File: config.mk
export PLATFORM = sky130hd
export DESIGN_NAME = dbf_ch_zone_apod
export DESIGN_NICKNAME = d
export VERILOG_FILES = /design/src/rtl/dbf_ch_zone_apod_pkg.sv /design/src/rtl/dbf_ch_zone_apod_delay_line.sv /design/src/rtl/dbf_ch_zone_apod.sv
export SDC_FILE = /design/constraint.sdc
export NUM_CORES = 2
export LEC_CHECK = 0
export CORE_AREA = 2 2 701 703
export DETAILED_ROUTE_END_ITERATION = 8
export DIE_AREA = 0 0 703 705
export DONT_BUFFER_PORTS = 1
export PLACE_DENSITY = 0.62
export RECOVER_POWER = 25
export SLEW_MARGIN = 20
export SYNTH_ARGS = -nofsm -noshare
export SYNTH_HDL_FRONTEND = slang
export SYNTH_SLANG_ARGS = --single-unit
File: constraint.sdc
create_clock -name clk -period 5.7 [get_ports clk]
set_input_delay 1.14 -clock clk [delete_from_list [all_inputs] [get_ports clk]]
set_output_delay 1.14 -clock clk [all_outputs]
set_load 0.02 [all_outputs]
File: src/rtl/dbf_ch_zone_apod_pkg.sv
// Shared defaults and state encoding for the DBF zone-focused apodised receive channel.
package dbf_ch_zone_apod_pkg;

  localparam int DEF_INPUT_WD = 14;
  localparam int DEF_APO_WD   = 16;
  localparam int DEF_OUT_WD   = 32;
  localparam int DEF_DLY_WD   = 8;
  localparam int DEF_ZONE_AW  = 6;
  localparam int DEF_ZONE_LEN = 64;
  localparam int DEF_SHIFT    = 15;

  typedef enum logic {
    IDLE = 1'b0,
    RUN  = 1'b1
  } state_e;

endpackage

File: src/rtl/dbf_ch_zone_apod_delay_line.sv
// Circular sample RAM with offset read, zero-delay bypass and fill-count gating.
module dbf_delay_line #(
  parameter int DW = 14,
  parameter int AW = 8
) (
  input  logic          clk,
  input  logic          rst_n,
  input  logic          clear_i,
  input  logic          we_i,
  input  logic [DW-1:0] din_i,
  input  logic [AW-1:0] dly_i,
  output logic [DW-1:0] dout_o
);

  localparam logic [AW:0] FILL_FULL = {1'b1, {AW{1'b0}}};

  logic [DW-1:0] mem [2**AW];
  logic [AW-1:0] wr_ptr_q, wr_ptr_d;
  logic [AW:0]   fill_q, fill_d;
  logic [AW-1:0] rd_addr;

  always_comb begin
    wr_ptr_d = wr_ptr_q;
    fill_d   = fill_q;
    if (clear_i) begin
      wr_ptr_d = '0;
      fill_d   = '0;
    end else if (we_i) begin
      wr_ptr_d = wr_ptr_q + 1'b1;
      if (fill_q != FILL_FULL) begin
        fill_d = fill_q + 1'b1;
      end
    end
  end

  always_ff @(posedge clk or negedge rst_n) begin
    if (!rst_n) begin
      wr_ptr_q <= '0;
      fill_q   <= '0;
    end else begin
      wr_ptr_q <= wr_ptr_d;
      fill_q   <= fill_d;
    end
  end

  always_ff @(posedge clk) begin
    if (we_i) begin
      mem[wr_ptr_q] <= din_i;
    end
  end

  assign rd_addr = wr_ptr_q - dly_i;

  // fill_q counts samples already stored, so a delay beyond it points at stale RAM
  always_comb begin
    if (dly_i == '0) begin
      dout_o = din_i;
    end else if (fill_q < {1'b0, dly_i}) begin
      dout_o = '0;
    end else begin
      dout_o = mem[rd_addr];
    end
  end

endmodule

File: src/rtl/dbf_ch_zone_apod.sv
// DBF receive channel: per-zone coarse delay, apodisation multiply, round and saturate.
module dbf_ch_zone_apod
  import dbf_ch_zone_apod_pkg::*;
#(
  parameter int INPUT_WD = DEF_INPUT_WD,
  parameter int APO_WD   = DEF_APO_WD,
  parameter int OUT_WD   = DEF_OUT_WD,
  parameter int DLY_WD   = DEF_DLY_WD,
  parameter int ZONE_AW  = DEF_ZONE_AW,
  parameter int ZONE_LEN = DEF_ZONE_LEN,
  parameter int SHIFT    = DEF_SHIFT
) (
  input  logic                       clk,
  input  logic                       rst_n,
  input  logic                       start,
  input  logic                       tx_en,
  input  logic signed [INPUT_WD-1:0] ch_in,
  input  logic signed [APO_WD-1:0]   apo_din,
  input  logic [ZONE_AW-1:0]         lut_addr,
  input  logic [DLY_WD-1:0]          lut_wdata,
  input  logic                       lut_we,
  output logic signed [INPUT_WD-1:0] cd_dout,
  output logic                       cd_dout_valid,
  output logic signed [OUT_WD-1:0]   dbf_dout,
  output logic                       dbf_dout_valid,
  output logic                       sat_flag
);

  localparam int PW     = INPUT_WD + APO_WD;
  localparam int EW     = (PW + 1 > OUT_WD) ? PW + 1 : OUT_WD;
  localparam int ZC_W   = (ZONE_LEN > 1) ? $clog2(ZONE_LEN) : 1;
  localparam int RND_SH = (SHIFT > 0) ? SHIFT - 1 : 0;

  localparam logic [ZC_W-1:0]    ZONE_LAST = ZC_W'(ZONE_LEN - 1);
  localparam logic [ZONE_AW-1:0] ZIDX_MAX  = {ZONE_AW{1'b1}};
  localparam logic signed [EW-1:0] RND =
    (SHIFT > 0) ? (EW'(1) << RND_SH) : '0;
  localparam logic signed [EW-1:0] SAT_MAX =
    {{(EW - OUT_WD + 1){1'b0}}, {(OUT_WD - 1){1'b1}}};
  localparam logic signed [EW-1:0] SAT_MIN =
    {{(EW - OUT_WD + 1){1'b1}}, {(OUT_WD - 1){1'b0}}};

  state_e state_q, state_d;
  logic   run_en, run_entry, lut_wr, sv;

  logic [DLY_WD-1:0]  lut_mem [2**ZONE_AW];
  logic [DLY_WD-1:0]  dly;
  logic [ZC_W-1:0]    zone_cnt_q, zone_cnt_d;
  logic [ZONE_AW-1:0] zone_idx_q, zone_idx_d;

  logic [INPUT_WD-1:0]        cd_rd;
  logic signed [INPUT_WD-1:0] cd_q;
  logic signed [APO_WD-1:0]   apo_q;
  logic signed [PW-1:0]       prod_q;
  logic signed [OUT_WD-1:0]   out_q, out_d;
  logic                       cd_v_q, prod_v_q, out_v_q, sat_q;
  logic signed [EW-1:0]       prod_ext, rounded, shifted;
  logic                       clamp;

  always_ff @(posedge clk or negedge rst_n) begin
    if (!rst_n) begin
      state_q <= IDLE;
    end else begin
      state_q <= state_d;
    end
  end

  always_comb begin
    state_d = state_q;
    case (state_q)
      IDLE:    if (start)  state_d = RUN;
      RUN:     if (!start) state_d = IDLE;
      default: state_d = IDLE;
    endcase
  end

  // Dropping start flushes the pipeline on the very next edge, so it gates sv too
  always_comb begin
    run_en    = (state_q == RUN) && start;
    run_entry = (state_q == IDLE) && start;
    lut_wr    = (state_q == IDLE) && lut_we;
    sv        = run_en && !tx_en;
  end

  always_ff @(posedge clk) begin
    if (lut_wr) begin
      lut_mem[lut_addr] <= lut_wdata;
    end
  end

  assign dly = lut_mem[zone_idx_q];

  always_comb begin
    zone_cnt_d = zone_cnt_q;
    zone_idx_d = zone_idx_q;
    if (run_entry) begin
      zone_cnt_d = '0;
      zone_idx_d = '0;
    end else if (sv) begin
      if (zone_cnt_q == ZONE_LAST) begin
        zone_cnt_d = '0;
        if (zone_idx_q != ZIDX_MAX) begin
          zone_idx_d = zone_idx_q + 1'b1;
        end
      end else begin
        zone_cnt_d = zone_cnt_q + 1'b1;
      end
    end
  end

  always_ff @(posedge clk or negedge rst_n) begin
    if (!rst_n) begin
      zone_cnt_q <= '0;
      zone_idx_q <= '0;
    end else begin
      zone_cnt_q <= zone_cnt_d;
      zone_idx_q <= zone_idx_d;
    end
  end

  dbf_delay_line #(
    .DW (INPUT_WD),
    .AW (DLY_WD)
  ) u_delay_line (
    .clk     (clk),
    .rst_n   (rst_n),
    .clear_i (run_entry),
    .we_i    (sv),
    .din_i   (ch_in),
    .dly_i   (dly),
    .dout_o  (cd_rd)
  );

  // Round half up, then clamp in a width wide enough that neither step can wrap
  always_comb begin
    prod_ext = EW'(prod_q);
    rounded  = prod_ext + RND;
    shifted  = rounded >>> SHIFT;
    clamp    = 1'b0;
    out_d    = shifted[OUT_WD-1:0];
    if (shifted > SAT_MAX) begin
      out_d = SAT_MAX[OUT_WD-1:0];
      clamp = 1'b1;
    end else if (shifted < SAT_MIN) begin
      out_d = SAT_MIN[OUT_WD-1:0];
      clamp = 1'b1;
    end
  end

  always_ff @(posedge clk or negedge rst_n) begin
    if (!rst_n) begin
      cd_v_q   <= 1'b0;
      prod_v_q <= 1'b0;
      out_v_q  <= 1'b0;
      cd_q     <= '0;
      apo_q    <= '0;
      prod_q   <= '0;
      out_q    <= '0;
    end else if (!run_en) begin
      cd_v_q   <= 1'b0;
      prod_v_q <= 1'b0;
      out_v_q  <= 1'b0;
    end else begin
      cd_v_q   <= sv;
      prod_v_q <= cd_v_q;
      out_v_q  <= prod_v_q;
      if (sv) begin
        cd_q  <= $signed(cd_rd);
        apo_q <= apo_din;
      end
      if (cd_v_q) begin
        prod_q <= PW'(cd_q) * PW'(apo_q);
      end
      if (prod_v_q) begin
        out_q <= out_d;
      end
    end
  end

  always_ff @(posedge clk or negedge rst_n) begin
    if (!rst_n) begin
      sat_q <= 1'b0;
    end else if (run_entry) begin
      sat_q <= 1'b0;
    end else if (run_en && prod_v_q && clamp) begin
      sat_q <= 1'b1;
    end
  end

  assign cd_dout        = cd_v_q ? cd_q : '0;
  assign cd_dout_valid  = cd_v_q;
  assign dbf_dout       = out_v_q ? out_q : '0;
  assign dbf_dout_valid = out_v_q;
  assign sat_flag       = sat_q;

endmodule

==> impl_metrics.py <==
metrics = {
    "worst_setup_path": {
        "r2r_start": "zone_idx_q[0]",
        "critPathKind": "reg -> reg",
        "regToRegEndpoint": "cd_q[2]",
        "reg2reg_depth": 22,
        "reg2reg_setup_slack_ns": -0.25,
        "setup.worst_path.start_class": "flop",
        "end_kind": "flop",
        "cp_max_fo": 8,
        "worstPathArrival_ns": 6.79,
        "required_ns": 6.54,
    },
    "detailed_routing": {
        "drc_errors": 0,
        "vias": 85300,
        "vias_per_cell": 5.38,
        "wl_per_cell_um": 27.7,
        "postRouteAntennaNets": 0,
        "drt_wl_total_um": 439000,
        "first_pass_iters": 6,
        "dr.first_iter.drc_count": 10500,
    },
    "floorplan": {
        "fp.coreArea_um2": 488000,
        "row_count": 257,
        "start_util": 0.349,
        "io_pins": 98,
        "fp.dieH_um": 705,
        "dieArea_um2": 496000,
        "dieWidth_um": 703,
    },
    "pwr": {
        "p_total_w": 0.0683,
        "irDropWorstVdd_v": 0.000258,
        "power.leakage_nw": 65.3,
        "power_density_nw_per_um2": 339,
    },
    "yosys": {
        "ys.warnings.count": 0,
        "synth.yosys.seq_area_share": 0.736,
        "syn_area_um2": 171000,
        "async_flop_share": 0.0231,
        "ys.flop_type": "edfxtp_1",
        "ys_ff_latch": 4193,
        "synth_cell_types": 79,
        "syn_nets": 8479,
        "synth_edf_count": 4096,
        "syn_inst": 8120,
        "syn_avg_cell_area_um2": 21.0,
    },
    "timing": {
        "slew_violations": 222,
        "rsz0062_at_grt": "yes",
        "setup_ws_ns": -0.252,
        "max_slew_margin": -0.878,
        "min_period_ns": 5.95,
        "setup_violations": 25,
        "worstMarginPinSlew_ns": 2.82,
        "fin_crit_sh": 1.04,
        "hold_viol_final": 0,
        "max_freq_ghz": 0.168,
        "clock_skew_ns": 0.0598,
    },
    "grt": {
        "grt_use_met3": 0.0298,
        "grt_max_degree": 258,
        "grt_pass1_vias": 86500,
        "use_met2": 0.277,
        "grt_pass1_wl_um": 631000,
        "busiest_layer": "met2",
        "grt-ovfl-total": 0,
        "track_usage": 0.174,
        "global_route.usage.met1": 0.246,
        "antenna_found_initial": 11,
    },
    "hold_path": {
        "hold_path_depth": 0,
        "min_from": "start",
        "hp-class": "in -> reg",
        "hold_end": "state_q",
    },
    "placed_design": {
        "dp_hpwl_um": 261000,
        "gp_congestion": 0.844,
        "place_area_um2": 184000,
        "port_buffers": 0,
    },
    "layout": {
        "mostFrequentLayoutCell": "edfxtp_1",
        "drive_above_1_share": 0.319,
        "finalNetCount": 9380,
        "postLayoutCellArea_um2": 201000,
        "final_cell_mix": "edfxtp_1, mux4_2, buf_4",
        "syn_to_final_growth_pct": 18.0,
    },
    "clock_network": {
        "clk_pin_slew_ns": 0.07,
        "tritoncts": "done",
        "worstSkewPairLatency_ns": 0.99,
        "clk_path_buf_depth": 4,
        "cts_root_buf": "clkbuf_16",
        "cts_buffers": 415,
        "cts_sinks": 4193,
        "htree_levels": 5,
    },
    "outcome": {
        "status": "complete, but fails checks",
        "violations": "max-capacitance violations, max-slew violations, negative setup slack",
    },
    "job": {
        "drv_cap": 1,
    },
}
## worst max-delay path by stage
stage | from | to | slack (ns) | depth (start not counted)
after floorplan | cd_q[6] | prod_q[29] | 0.004 | 22
after global placement | zone_idx_q[0] | cd_q[2] | -0.93 | 21
after detailed placement | zone_idx_q[0] | cd_q[2] | -0.89 | 22
after CTS | cd_q[2] | prod_q[28] | -0.28 | 24
after global routing | cd_q[2] | prod_q[28] | -0.44 | 21
final | zone_idx_q[0] | cd_q[2] | -0.25 | 22
## power by group
| group | internal [W] | switching (W) | leakage [nW] |
|---|---|---|---|
| logic | 0.00381 | 0.00374 | 20.7 |
| clock network | 0.0151 | 0.0117 | 6.44 |
| registers | 0.0339 | 0.0000457 | 38.1 |
| total | 0.0528 | 0.0155 | 65.3 |
## flip-flops by register name, indices dropped and copies added (netlist names)
signal,flops
state_q,1
out_q,17
apo_q,16
u_delay_line.fill_q,9
u_delay_line.wr_ptr_q,8
u_delay_line.mem,3584
zone_cnt_q,6
sat_flag,1
dbf_dout_valid,1
prod_v_q,1
prod_q,16
zone_idx_q,6
cd_q,14
lut_mem,512
cd_dout_valid,1
## cells by family (layout without fill, tap and decap cells)
family / after synthesis / count (layout) / synth area share
flip-flops: 4193 / 4193 / 0.736
multiplexers: 1351 / 1351 / 0.167
AND/OR/NAND/NOR: 1172 / 1172 / 0.0310
buffers and inverters: 703 / 1950 / 0.0172
AO/OA/AOI/OAI: 330 / 330 / 0.0138
adder cells (fa/ha/maj): 310 / 310 / 0.0324
XOR/XNOR: 61 / 61 / 0.00322
other: 0 / 9 / 0
## layout make-up
| class | count | area [um2] |
|---|---|---|
| clock buffer | 504 | 10800 |
| clock inverter | 259 | 2400 |
| sequential | 4193 | 125000 |
| inverter | 250 | 938 |
| timing repair buffer | 937 | 9880 |
| fill | 42300 | 287000 |
| multi-input combinational | 3224 | 43600 |
| antenna | 9 | 22.5 |
| tap | 6475 | 8100 |
## cells in the mapped netlist (27+ instances only)
cell      number  area share
nor2_1       407      0.0090
buf_1         76      0.0017
ha_1          91      0.0067
dfrtp_1       97       0.014
edfxtp_1    4096        0.72
buf_4         27      0.0012
and2_1       163      0.0060
xnor2_1       36      0.0018
mux2i_1      136      0.0080
nand3_1      101      0.0030
nand4_1       30      0.0011
inv_1        250      0.0055
nand2_1      376      0.0083
buf_2         71      0.0021
a21oi_1       53      0.0016
fa_1         219       0.026
a22oi_1       34      0.0015
mux4_2      1188        0.16
a211oi_1      38      0.0017
clkbuf_1     262      0.0058
o21ai_0       57      0.0017
## worst max-delay path: stages, from the launching register on
cell and delay, ns:
dfrtp_4 0.57, buf_6 0.15, mux4_2 0.49, a22o_1 0.26, a211oi_2 0.28, a211o_1 0.17
mux2i_1 0.10, buf_4 0.18, ha_4 0.16, inv_2 0.05, fa_4 0.68, buf_12 0.20
buf_12 0.17, buf_12 0.13, buf_12 0.15, buf_16 0.16, mux4_2 0.36, mux4_2 0.58
mux2i_4 0.23, nand2_2 0.10, a311oi_4 0.34, buf_6 0.18, o31ai_4 0.05
## routing by layer
layer | part of all wire | vias to the layer above | routed length, um
li1 | - | 34900 | -
met1 | 0.41 | 45900 | 181000
met2 | 0.48 | 3900 | 209000
met3 | 0.084 | 590 | 36700
met4 | 0.029 | 0 | 12600
met5 | 0 | - | 0
## metrics by stage
stage | hold slack [ns] | setup WS (ns) | setup TNS, ns | util | cells
2_1_floorplan | 0.441 | 0.00359 | 0 | - | 8120
3_3_place_gp | 0.454 | -0.932 | -13.31 | 0.378 | 15000
3_5_place_dp | 0.466 | -0.887 | -12.45 | 0.378 | 15000
4_1_cts | 0.0118 | -0.278 | -3.77 | 0.411 | 15800
5_1_grt | 0.133 | -0.442 | -7.12 | 0.412 | 15800
6_report | 0.184 | -0.252 | -3.83 | 0.412 | 15900
## what timing repair did
action                                  4_1_cts  5_1_grt
endpoints found under the setup margin       28       29
hold buffers                                  1        0
gates cloned                                 36        3
endpoints found under the hold margin        97        0
pin swaps                                   105       76
setup buffers                                65       27
gates resized for setup                     327      116
Power figures use the tool's default switching activity.
